<file path="src/rtl/reg_bank.sv">
// Purpose: small bank of NREGS general registers, one shared select for write and read.
// Latency: read is combinational from rs; a write appears on regVal one edge later
// (same cycle when REG_BANK_BYPASS_EN is defined). Backpressure: none, a write is accepted every cycle.
module reg_bank #(
  parameter int DATA_W = 8,
  parameter int NREGS  = 4
) (
  input  logic              clk,
  input  logic              reset_n,
  input  logic              WR,
  input  logic [1:0]        rs,
  input  logic [DATA_W-1:0] data,
  output logic [DATA_W-1:0] regVal
);

  // Register storage, R0..R(NREGS-1); every 2-bit select value addresses a real register.
  logic [DATA_W-1:0] regs [NREGS];

  // Asynchronous clear on reset; otherwise load data into the selected register when WR is high.
  // Registers that are not selected hold, and WR low leaves the whole bank untouched.
  always_ff @(posedge clk or negedge reset_n) begin
    if (!reset_n) begin
      for (int i = 0; i < NREGS; i++) begin
        regs[i] <= '0;
      end
    end else if (WR) begin
      regs[rs] <= data;
    end
  end

`ifdef REG_BANK_BYPASS_EN
  // Same-cycle forwarding: a pending write is visible on regVal before the edge commits it.
  always_comb begin
    regVal = regs[rs];
    if (WR) begin
      regVal = data;
    end
  end
`else
  // Plain read mux: regVal always reflects the stored contents of the selected register.
  always_comb begin
    regVal = regs[rs];
  end
`endif

endmodule

</file>
<file path="config.mk">
export PLATFORM = sky130hd
export DESIGN_NAME = reg_bank
export DESIGN_NICKNAME = d
export VERILOG_FILES = /design/src/rtl/reg_bank.sv
export SDC_FILE = /design/constraint.sdc
export NUM_CORES = 1
export LEC_CHECK = 0
export ABC_AREA = 1
export BUFFER_PORTS_ARGS = -buffer_cell sky130_fd_sc_hd__clkbuf_2
export CORE_ASPECT_RATIO = 0.6
export CORE_UTILIZATION = 30
export DETAILED_ROUTE_END_ITERATION = 10
export PLACE_DENSITY = 0.46
export SLEW_MARGIN = 20
export SYNTH_ARGS = -nofsm -noshare
export SYNTH_HDL_FRONTEND = slang
export SYNTH_SLANG_ARGS = --single-unit
</file>
<file path="constraint.sdc">
create_clock -name clk -period 2.1 [get_ports clk]
set_input_delay 0.315 -clock clk [delete_from_list [all_inputs] [get_ports clk]]
set_output_delay 0.315 -clock clk [all_outputs]
set_load 0.02 [all_outputs]
</file>
* Word-level counts from Yosys, hierarchy flattened *
Index checks and enable logic that the tools add are counted.
Widths: inputs -> output; s select.

storage, ports and cells
  register bits after elaboration = 32
  logic and storage cells = 14
  output and inout port bits = 8
  input bits = 13

operators by class
  reductions and logical operators = 1
  bitwise operators = 1
  magnitude comparators = 2
  mux-type cells = 6

operator list
  operator            count
  $bwmux 32           1
  $mux 8              3
  $bmux 8 s2          1
  $demux 8 s2         1
  $ge 3x3->1 const B  1
  $lt 3x1->1 const B  1
  $not 2->3           1
  $logic_and 1x1->1   1

* Depth between registers and ports, before layout *
Gate-level depths: netlist (run 1).

  depth in word-level cells = 6
  depth in mapped cells = 6
  mapped depth without buffers = 5

* Worst setup path after synthesis (run 1) *
No wires, ideal clock.

  path type = input to output
  from = in rs[0]
  to = out regVal[0]
  data required time = 1.785 ns
  path buffers = 1
  data arrival time = 0.953 ns
  cell stages on the path = 6
  path slack = 0.832 ns
  cells stage by stage = clkinv_1 buf_2 nand2_1 nand2_1 nand2_1 nand2_1

on the way
  longest elaborated chain between the ends = 4

RTL lines
  what                                        line  text
  start: declaration                          11    input logic [1:0] rs,
  $not 2->3 (implied by the code)             42    regVal = regs[rs];
  $bmux 8 s2                                  42
  $mux 8 (implied by the code) (2 in series)  42
  end: declaration                            13    output logic [DATA_W-1:0] regVal

Every way passes these cells. The select of a mux whose other input is x is not followed.

* Final worst setup path (run 1) *
  from = in rs[1]
  to = out regVal[3]

The elaborated chain is that of the path after synthesis.

==> results of run 1 <==
synthesized netlist by cell type:
cell      instances
o21ai_0           8
buf_2             4
inv_1             8
clkinv_1          1
inv_2             1
clkbuf_1          2
dfrtp_1          32
nor2_1            1
buf_4             2
nor2_2            2
nand3_1          27
nand2_1         129
final timing paths:
kind / from / to / slack (ns)
max in group asynchronous: reset_n / regs[28]$_DFFE_PN0P_ / 1.45
hold reg to reg: regs[25]$_DFFE_PN0P_ / regs[25]$_DFFE_PN0P_ / 0.47
min in group clk: data[0] / regs[16]$_DFFE_PN0P_ / 0.31
setup / recovery: rs[1] / regVal[3] / 0.66
setup reg to reg: regs[2]$_DFFE_PN0P_ / regs[2]$_DFFE_PN0P_ / 1.39
hold / removal: reset_n / regs[3]$_DFFE_PN0P_ / 0.12
where the power goes:
group          leakage, uW  internal, uW  switching (uW)
clock            0.0000410           225             227
combinational     0.000599           107             202
sequential        0.000399           715            53.9
cell families (layout without fill, tap and decap cells):
kind of cell	Yosys count	in the layout	share of synthesized area [%]
DFF	32	32	51.45
AOI/OAI and AO/OA	8	8	2.572
buffers and inverters	18	41	5.144
and+or+nand+nor	159	159	40.84
per-stage QoR:
stage / instances / util, % / hold WS (ns) / total power, uW / cell area (um^2)
floorplan: 217 / - / 0.01941 / 975.1 / 1556
global placement: 296 / 36.06 / 0.4558 / 1093 / 1723
detailed placement: 296 / 36.06 / 0.4538 / 1091 / 1723
CTS: 303 / 37.68 / 0.1459 / 1545 / 1800
global route: 303 / 37.68 / 0.1763 / 1634 / 1800
finish: 303 / 37.68 / 0.1195 / 1530 / 1800
layout make-up:
type	count	area [um^2]
Clock buffer	6	72.57
Tap cell	63	78.83
Fill cell	526	2978
Clock inverter	1	5.005
Multi-Input combinational cell	167	675.6
Sequential cell	32	800.8
Timing Repair Buffer	24	130.1
Inverter	10	37.54
worst max-delay path, delay by kind of cell:
family                 cells  cell delay (ns)
buffers and inverters      3             0.64
and+or+nand+nor            2             0.17
layer usage:
metal	wire, um	vias up
li1	-	719
met1	2297	648
met2	1730	32
met3	193	10
met4	112	0
met5	0	-
cell usage in the layout (no fill, tap or decap), types with 2 or more instances in the layout:
| master | count |
|---|---|
| nor2_2 | 2 |
| dfrtp_1 | 32 |
| nand3_1 | 27 |
| nand2_1 | 129 |
| clkbuf_2 | 20 |
| o21ai_0 | 8 |
| inv_1 | 8 |
| buf_4 | 4 |
| clkbuf_8 | 5 |
==> flow_metrics.py, run 1 <==
metrics = {
    "outcome": {
        "status": "completed",
    },
    "global_route": {
        "grt_pass1_wl_mm": 7.024,
        "met1_usage_pct": 26.34,
        "grt_util_met2_pct": 24.36,
        "grt_max_degree": 33,
        "grt_pass1_vias": 1297,
        "gr-total-overflow": 0,
        "grtUsageTotal_pct": 18.07,
        "gr-usage-met3_pct": 4.856,
        "antenna_found_initial": 0,
        "top_usage_layer": "met1",
    },
    "yosys": {
        "synth_seq_cells": 32,
        "synth_top_area_share_pct": 51.45,
        "avgSynthCellArea_um2": 7.173,
        "seq_area_frac_synth_pct": 51.45,
        "synth_fp_nets": 230,
        "synth_area_leaders": "dfrtp_1 51%, nand2_1 31%, nand3_1 8.7%, o21ai_0 2.6%, inv_1 1.9%",
        "synth_warnings": 0,
        "synth_top_area_cell": "dfrtp_1",
        "syn_inst": 217,
        "synth_cell_types": 12,
        "syn_area_um2": 1556,
    },
    "routing": {
        "drt-vias-per-instance": 4.650,
        "dr.pass1.iters": 4,
        "drt-total-wl_mm": 4.333,
        "drc": 0,
        "routedWlPerCell_um": 14.30,
        "dr.first_iter.drc_count": 72,
        "vias": 1409,
        "ant_nets": 0,
    },
    "power": {
        "power.density_nw_per_um2": 849.6,
        "peakVddDrop_uv": 237.2,
        "leakage_uw": 0.001040,
    },
    "run": {
        "max_cap_violations": 0,
    },
    "placement": {
        "portBuffers": 20,
        "post-place-ws_ns": 0.5029,
        "dp_hpwl_mm": 2.802,
        "gp_congestion": 0.7469,
    },
    "floorplan": {
        "fp.dieArea_um2": 5490,
        "pin_count": 21,
        "rows": 19,
        "fp.dieW_um": 94.99,
        "die_y_um": 57.80,
        "start_util_pct": 32.57,
        "core-area_um2": 4778,
    },
    "sta": {
        "tightest_slew_ns": 0.8345,
        "period_minus_slack_ns": 1.441,
        "skew_ns": 0,
        "relSlewSlack_pct": 44.36,
        "finalHoldViolations": 0,
        "setup_slack_ns": 0.6587,
        "tns_ns": 0,
        "setup_violations": 0,
        "fmax_mhz": 693.8,
        "fin_crit_sh_pct": 68.63,
        "slew_viol_final": 0,
        "rsz0062_at_grt": "no",
    },
    "critical_path": {
        "max_stage_delay_ns": 0.25,
        "arrival_ns": 1.13,
        "cp_slowest_cell": "inv_2",
        "r2r_cells": 2,
        "path_cells": "clkbuf_2 -> inv_2 -> nand2_1 -> nand2_1 -> clkbuf_2",
        "critPathCaptureType": "output port",
        "worstPathRequired_ns": 1.78,
        "path_max_fanout": 13,
        "critPathKind": "in -> out",
        "startpoint_type": "input port",
    },
    "clocking": {
        "root_buffer": "clkbuf_8",
        "cts.repair.resized": 0,
        "clock_latency_ns": 0.28,
        "cts_tree": "yes",
        "cts.path.max_buffers": 2,
        "cts_max_level": 2,
        "clk_pin_slew_worst_paths_ns": 0.07,
        "cts_setup_buffers": 0,
        "cts.hold.buffers_added": 0,
        "cts.sinks": 32,
        "cts_buffers": 5,
    },
    "layout": {
        "top_register": "regs",
        "top_regs": "regs: 32 flops",
        "largest_reg_flops": 32,
        "nNetsFinal": 253,
        "insertedDiodeCount": 0,
        "drive_gt1_share_pct": 13.75,
        "syn_to_final_growth_pct": 15.68,
    },
    "hold_path": {
        "hold_path_class": "in -> async",
    },
}
No activity file was read; power rests on OpenSTA's default activity.
==> run 2: changes to the inputs <==
--- a/config.mk
+++ b/config.mk
@@ -10,7 +10,7 @@
 export CORE_ASPECT_RATIO = 0.6
 export CORE_UTILIZATION = 30
 export DETAILED_ROUTE_END_ITERATION = 10
-export PLACE_DENSITY = 0.46
+export PLACE_DENSITY = 0.48
 export SLEW_MARGIN = 20
 export SYNTH_ARGS = -nofsm -noshare
 export SYNTH_HDL_FRONTEND = slang
==> constraint.sdc (replaced) <==
create_clock -name clk -period 1.3 [get_ports clk]
set_input_delay 0.195 -clock clk [delete_from_list [all_inputs] [get_ports clk]]
set_output_delay 0.195 -clock clk [all_outputs]
set_load 0.02 [all_outputs]
==> run 2 against run 1 <==
Cell area increased by 13%. Largest cell class unchanged. Non-clock buffer count increased by 19. Final cell count increased by 6.6%. Wire length increased by 1.2%. Sequential cell count unchanged. Critical path type is now reg -> out.
==> flow_metrics.py, run 2 (synthesized netlist as in run 1, its figures left out) <==
metrics = {
    "outcome": {
        "status": "completed",
    },
    "clocking": {
        "root_buffer": "clkbuf_8",
        "cts_max_level": 2,
        "cts_tree": "yes",
        "cts_buffers": 5,
        "cts.sinks": 32,
        "cts.path.max_buffers": 2,
        "clk_pin_slew_worst_paths_ns": 0.07,
        "clock_latency_ns": 0.29,
    },
    "layout": {
        "top_register": "regs",
        "syn_to_final_growth_pct": 30.22,
        "utilization_pct": 42.42,
        "largest_reg_flops": 32,
        "drive_gt1_share_pct": 20.77,
        "stdcell_area_um2": 2027,
        "insertedDiodeCount": 0,
        "final_cell_mix": "127 x nand2_1, 32 x dfrtp_1, 27 x nand3_1, 21 x buf_4, 12 x clkbuf_2",
        "num-fill-cells": 505,
        "final_common_cell": "nand2_1",
        "top_regs": "regs: 32 flops",
        "nNetsFinal": 272,
    },
    "sta": {
        "setup_violations": 0,
        "rsz0062_at_grt": "yes",
        "finalHoldViolations": 0,
        "tightest_slew_ns": 0.6356,
        "fin_crit_sh_pct": 95.24,
        "slew_viol_final": 0,
        "period_minus_slack_ns": 1.238,
        "fmax_mhz": 807.7,
        "relSlewSlack_pct": 57.47,
        "tns_ns": 0,
        "skew_ns": 0,
        "setup_slack_ns": 0.06190,
    },
    "critical_path": {
        "critPathCaptureType": "output port",
        "arrival_ns": 1.04,
        "crit_family": "flip-flops",
        "cp_slowest_cell": "dfrtp_1",
        "path_max_fanout": 2,
        "max_stage_delay_ns": 0.39,
        "rr_startpoint": "regs[8]$_DFFE_PN0P_",
        "path_cells": "nand2_1 -> nand2_1 -> nand2_1 -> nand2_2 -> buf_6",
        "path_depth": 5,
        "startpoint_type": "flip-flop",
        "crit_top_cell": "nand2_1",
        "startpoint": "regs[24]$_DFFE_PN0P_",
        "worstPathRequired_ns": 1.11,
        "critPathBufInv": 1,
        "r2r_cells": 3,
        "critPathKind": "reg -> out",
    },
    "hold_path": {
        "hold_path_class": "in -> reg",
        "hold_path_depth": 3,
        "hold_path.startpoint": "data[0]",
    },
    "routing": {
        "drc": 0,
        "drt-vias-per-instance": 4.539,
        "routedWlPerCell_um": 13.58,
        "drt-total-wl_mm": 4.386,
        "vias": 1466,
        "dr.pass1.iters": 4,
        "dr.first_iter.drc_count": 62,
        "ant_nets": 0,
    },
    "placement": {
        "gp_congestion": 0.7525,
        "post-place-ws_ns": 0.007869,
        "placed_area_um2": 1810,
        "portBuffers": 20,
        "dp_hpwl_mm": 3.121,
    },
    "global_route": {
        "grt_pass1_vias": 1364,
        "grtUsageTotal_pct": 17.44,
        "antenna_found_initial": 0,
        "grt_max_degree": 21,
        "grt_pass1_wl_mm": 7.003,
        "gr-total-overflow": 0,
    },
    "power": {
        "power.density_nw_per_um2": 1387,
        "fin_total_pwr_uw": 2811,
        "leakage_uw": 0.001159,
        "peakVddDrop_uv": 498.1,
    },
    "floorplan": {
        "rows": 19,
        "pin_count": 21,
        "fp.dieW_um": 94.99,
        "start_util_pct": 32.57,
        "die_y_um": 57.80,
        "fp.dieArea_um2": 5490,
        "core-area_um2": 4778,
    },
    "run": {
        "max_cap_violations": 0,
    },
}
==> run 2: changes by cell type in the layout (fill, tap and decap cells not counted), sizes merged <==
cell,change
bufinv,+1
dlygate4sd3,+1
clkbuf,-7
buf,+25
==> run 2: layer usage <==
layer	GRT usage, %	vias to the layer above	part of all wire [%]
met3	4.987	5	3.6
li1	-	757	-
met1	25.02	682	54
met2	25.49	22	41
met5	0	-	0
met4	5.195	0	0.57
==> run 2: worst paths after layout <==
path	to	slack, ns
max in group asynchronous	regs[2]$_DFFE_PN0P_	0.49
setup reg to reg	regs[8]$_DFFE_PN0P_	0.56
hold / removal	regs[24]$_DFFE_PN0P_	0.18
hold reg to reg	regs[31]$_DFFE_PN0P_	0.48
setup / recovery	regVal[0]	0.06
min in group asynchronous	regs[6]$_DFFE_PN0P_	0.36
==> run 2: final cells by class <==
| class | instances | area (um^2) | share of cell area, % |
|---|---|---|---|
| sequential | 32 | 800.8 | 39.51 |
| timing repair buffer | 43 | 321.6 | 15.86 |
| inverter | 10 | 37.54 | 1.852 |
| clock buffer | 6 | 72.57 | 3.580 |
| tap | 63 | 78.83 | 3.889 |
| clock inverter | 2 | 35.03 | 1.728 |
| multi-input combinational | 167 | 680.7 | 33.58 |
==> run 2: worst register-to-register path: stages (launching register included) <==
cell     delay (ns)
dfrtp_1        0.39
buf_4          0.13
nand2_1        0.05
nand2_1        0.06
==> run 2: through the flow <==
step                cells  hold WS [ns]
finish                323        0.1801
global route          323        0.1742
CTS                   315        0.1705
detailed placement    306        0.1450
global placement      306        0.1375
floorplan             217       -0.1006
==> run 2: what timing repair did <==
action	4_1_cts	5_1_grt
endpoints found under the hold margin	12	0
gates resized for setup	0	21
setup endpoints to repair	0	7
buffers inserted	0	8
hold buffers	1	0
==> run 2: power breakdown <==
part           switching (uW)  internal, uW
Clock                     380           569
Combinational             349           276
Sequential               84.5          1150
==> run 3: changes to the inputs <==
==> config.mk (replaced) <==
export PLATFORM = sky130hd
export DESIGN_NAME = reg_bank
export DESIGN_NICKNAME = d
export VERILOG_FILES = /design/src/rtl/reg_bank.sv
export SDC_FILE = /design/constraint.sdc
export NUM_CORES = 1
export LEC_CHECK = 0
export ABC_AREA = 1
export CORE_ASPECT_RATIO = 0.6
export CORE_UTILIZATION = 30
export DETAILED_ROUTE_END_ITERATION = 10
export DONT_BUFFER_PORTS = 1
export PLACE_DENSITY = 0.44
export SLEW_MARGIN = 15
export SYNTH_ARGS = -nofsm -noshare
export SYNTH_HDL_FRONTEND = slang
export SYNTH_SLANG_ARGS = --single-unit
==> run 3 against run 2 <==
Clock-buffer cell count did not move. Final cell count fell by 11%. Maximum frequency rose by 2.7%. Sequential cell count did not move. Global-route usage rose by 0.72 points. Highest routed layer unchanged. Utilization fell by 5.6 points. First-iteration DRC count rose by 1.6%. Critical endpoint is now regVal[1]. Sequential power barely moved. Largest power group unchanged. Critical path type unchanged.
==> flow_metrics.py, run 3 (synthesized netlist as in run 1, its figures left out) <==
metrics = {
    "outcome": {
        "status": "completed",
    },
    "run": {
        "max_cap_violations": 0,
    },
    "global_route": {
        "grtUsageTotal_pct": 18.16,
        "grt_max_degree": 33,
        "antenna_found_initial": 0,
        "gr-total-overflow": 0,
        "grt_pass1_wl_mm": 7.176,
        "grt_pass1_vias": 1373,
    },
    "critical_path": {
        "critPathKind": "reg -> out",
        "startpoint_type": "flip-flop",
        "path_max_fanout": 2,
        "reg2reg_slack_ns": 0.64,
        "rr_startpoint": "regs[2]$_DFFE_PN0P_",
        "r2r-end": "regs[2]$_DFFE_PN0P_",
        "arrival_ns": 1.01,
        "worstPathRequired_ns": 1.11,
        "critPathCaptureType": "output port",
        "r2r_cells": 2,
    },
    "layout": {
        "final_common_cell": "nand2_1",
        "insertedDiodeCount": 0,
        "drive_gt1_share_pct": 8.000,
        "nNetsFinal": 237,
        "stdcell_area_um2": 1760,
        "syn_to_final_growth_pct": 13.10,
        "top_register": "regs",
        "largest_reg_flops": 32,
        "top_regs": "regs: 32 flops",
        "num-fill-cells": 503,
        "utilization_pct": 36.84,
        "final_cell_mix": "129 x nand2_1, 32 x dfrtp_1, 27 x nand3_1, 8 x inv_1, 8 x o21ai_0",
    },
    "hold_path": {
        "hold_path.startpoint": "data[2]",
        "hold_path_class": "in -> reg",
        "hold-path-endpoint": "regs[18]$_DFFE_PN0P_",
        "hold_path_depth": 2,
    },
    "clocking": {
        "cts_setup_buffers": 0,
        "root_buffer": "clkbuf_8",
        "cts_buffers": 5,
        "cts.hold.buffers_added": 2,
        "cts.sinks": 32,
        "cts_tree": "yes",
        "clock_latency_ns": 0.29,
        "cts.repair.resized": 0,
        "cts_max_level": 2,
        "cts.path.max_buffers": 2,
        "clk_pin_slew_worst_paths_ns": 0.07,
    },
    "sta": {
        "hold_ws_ns": 0.04271,
        "fmax_mhz": 829.7,
        "setup_violations": 0,
        "tightest_slew_ns": 0.4365,
        "fin_crit_sh_pct": 92.72,
        "tns_ns": 0,
        "finalHoldViolations": 0,
        "period_minus_slack_ns": 1.205,
        "relSlewSlack_pct": 70.87,
        "slew_viol_final": 0,
        "rsz0062_at_grt": "no",
        "skew_ns": 0,
        "setup_slack_ns": 0.09468,
    },
    "routing": {
        "drc": 0,
        "ant_nets": 0,
        "dr.first_iter.drc_count": 63,
        "drt-total-wl_mm": 4.252,
        "dr.pass1.iters": 4,
        "vias": 1380,
        "drt-vias-per-instance": 4.792,
        "routedWlPerCell_um": 14.76,
    },
    "power": {
        "peakVddDrop_uv": 586.8,
        "leakage_uw": 0.0009872,
        "power.density_nw_per_um2": 1403,
    },
    "placement": {
        "portBuffers": 0,
        "placed_area_um2": 1638,
        "dp_hpwl_mm": 2.803,
        "post-place-ws_ns": 0.2167,
        "gp_congestion": 0.7569,
    },
    "floorplan": {
        "fp.dieArea_um2": 5490,
        "core-area_um2": 4778,
        "pin_count": 21,
        "die_y_um": 57.80,
        "start_util_pct": 32.57,
        "rows": 19,
        "fp.dieW_um": 94.99,
    },
}
[run 3: report_power, final]
group | leakage [uW] | switching [uW] | internal, uW
clock network | 0.0000510 | 391 | 423
logic | 0.000537 | 269 | 147
registers | 0.000399 | 86.8 | 1150
[run 3: worst max-delay path by stage]
| stage | startpoint | endpoint | slack (ns) |
|---|---|---|---|
| 2_1_floorplan | rs[0] | regVal[0] | 0.27 |
| 3_3_place_gp | rs[1] | regs[22]$_DFFE_PN0P_ | 0.20 |
| 3_5_place_dp | rs[1] | regs[18]$_DFFE_PN0P_ | 0.22 |
| 4_1_cts | regs[9]$_DFFE_PN0P_ | regVal[1] | 0.09 |
| 5_1_grt | regs[21]$_DFFE_PN0P_ | regVal[5] | 0.006 |
| 6_report | regs[9]$_DFFE_PN0P_ | regVal[1] | 0.09 |
[run 3: critical path, cell delays in order, from the launching register on]
cell	delay, ns
dfrtp_1	0.39
nand2_1	0.08
nand2_1	0.05
nand2_1	0.05
nand2_1	0.15
[run 3: final cells by class]
type / instances / area, um^2 / area share, %
Multi-Input combinational cell: 167 / 675.6 / 38.38
Clock buffer: 6 / 82.58 / 4.691
Timing Repair Buffer: 8 / 75.07 / 4.264
Inverter: 10 / 37.54 / 2.132
Sequential cell: 32 / 800.8 / 45.49
Tap cell: 63 / 78.83 / 4.478
Clock inverter: 2 / 10.01 / 0.5686
[run 3: metal layers]
| layer | track usage, % | up-vias | part of all wire, % | wire, um |
|---|---|---|---|---|
| met5 | 0 | - | 0 | 0 |
| met4 | 7.143 | 0 | 1.5 | 62 |
| met3 | 5.381 | 7 | 8.4 | 359 |
| met2 | 26.72 | 41 | 42 | 1801 |
| met1 | 25.19 | 648 | 48 | 2028 |
| li1 | - | 684 | - | - |
[run 3: through the flow]
stage / total power (uW) / cells
after CTS: 2489 / 288
final: 2470 / 288
after global routing: 2644 / 288
after detailed placement: 1648 / 278
after floorplan: 1575 / 217
after global placement: 1645 / 278
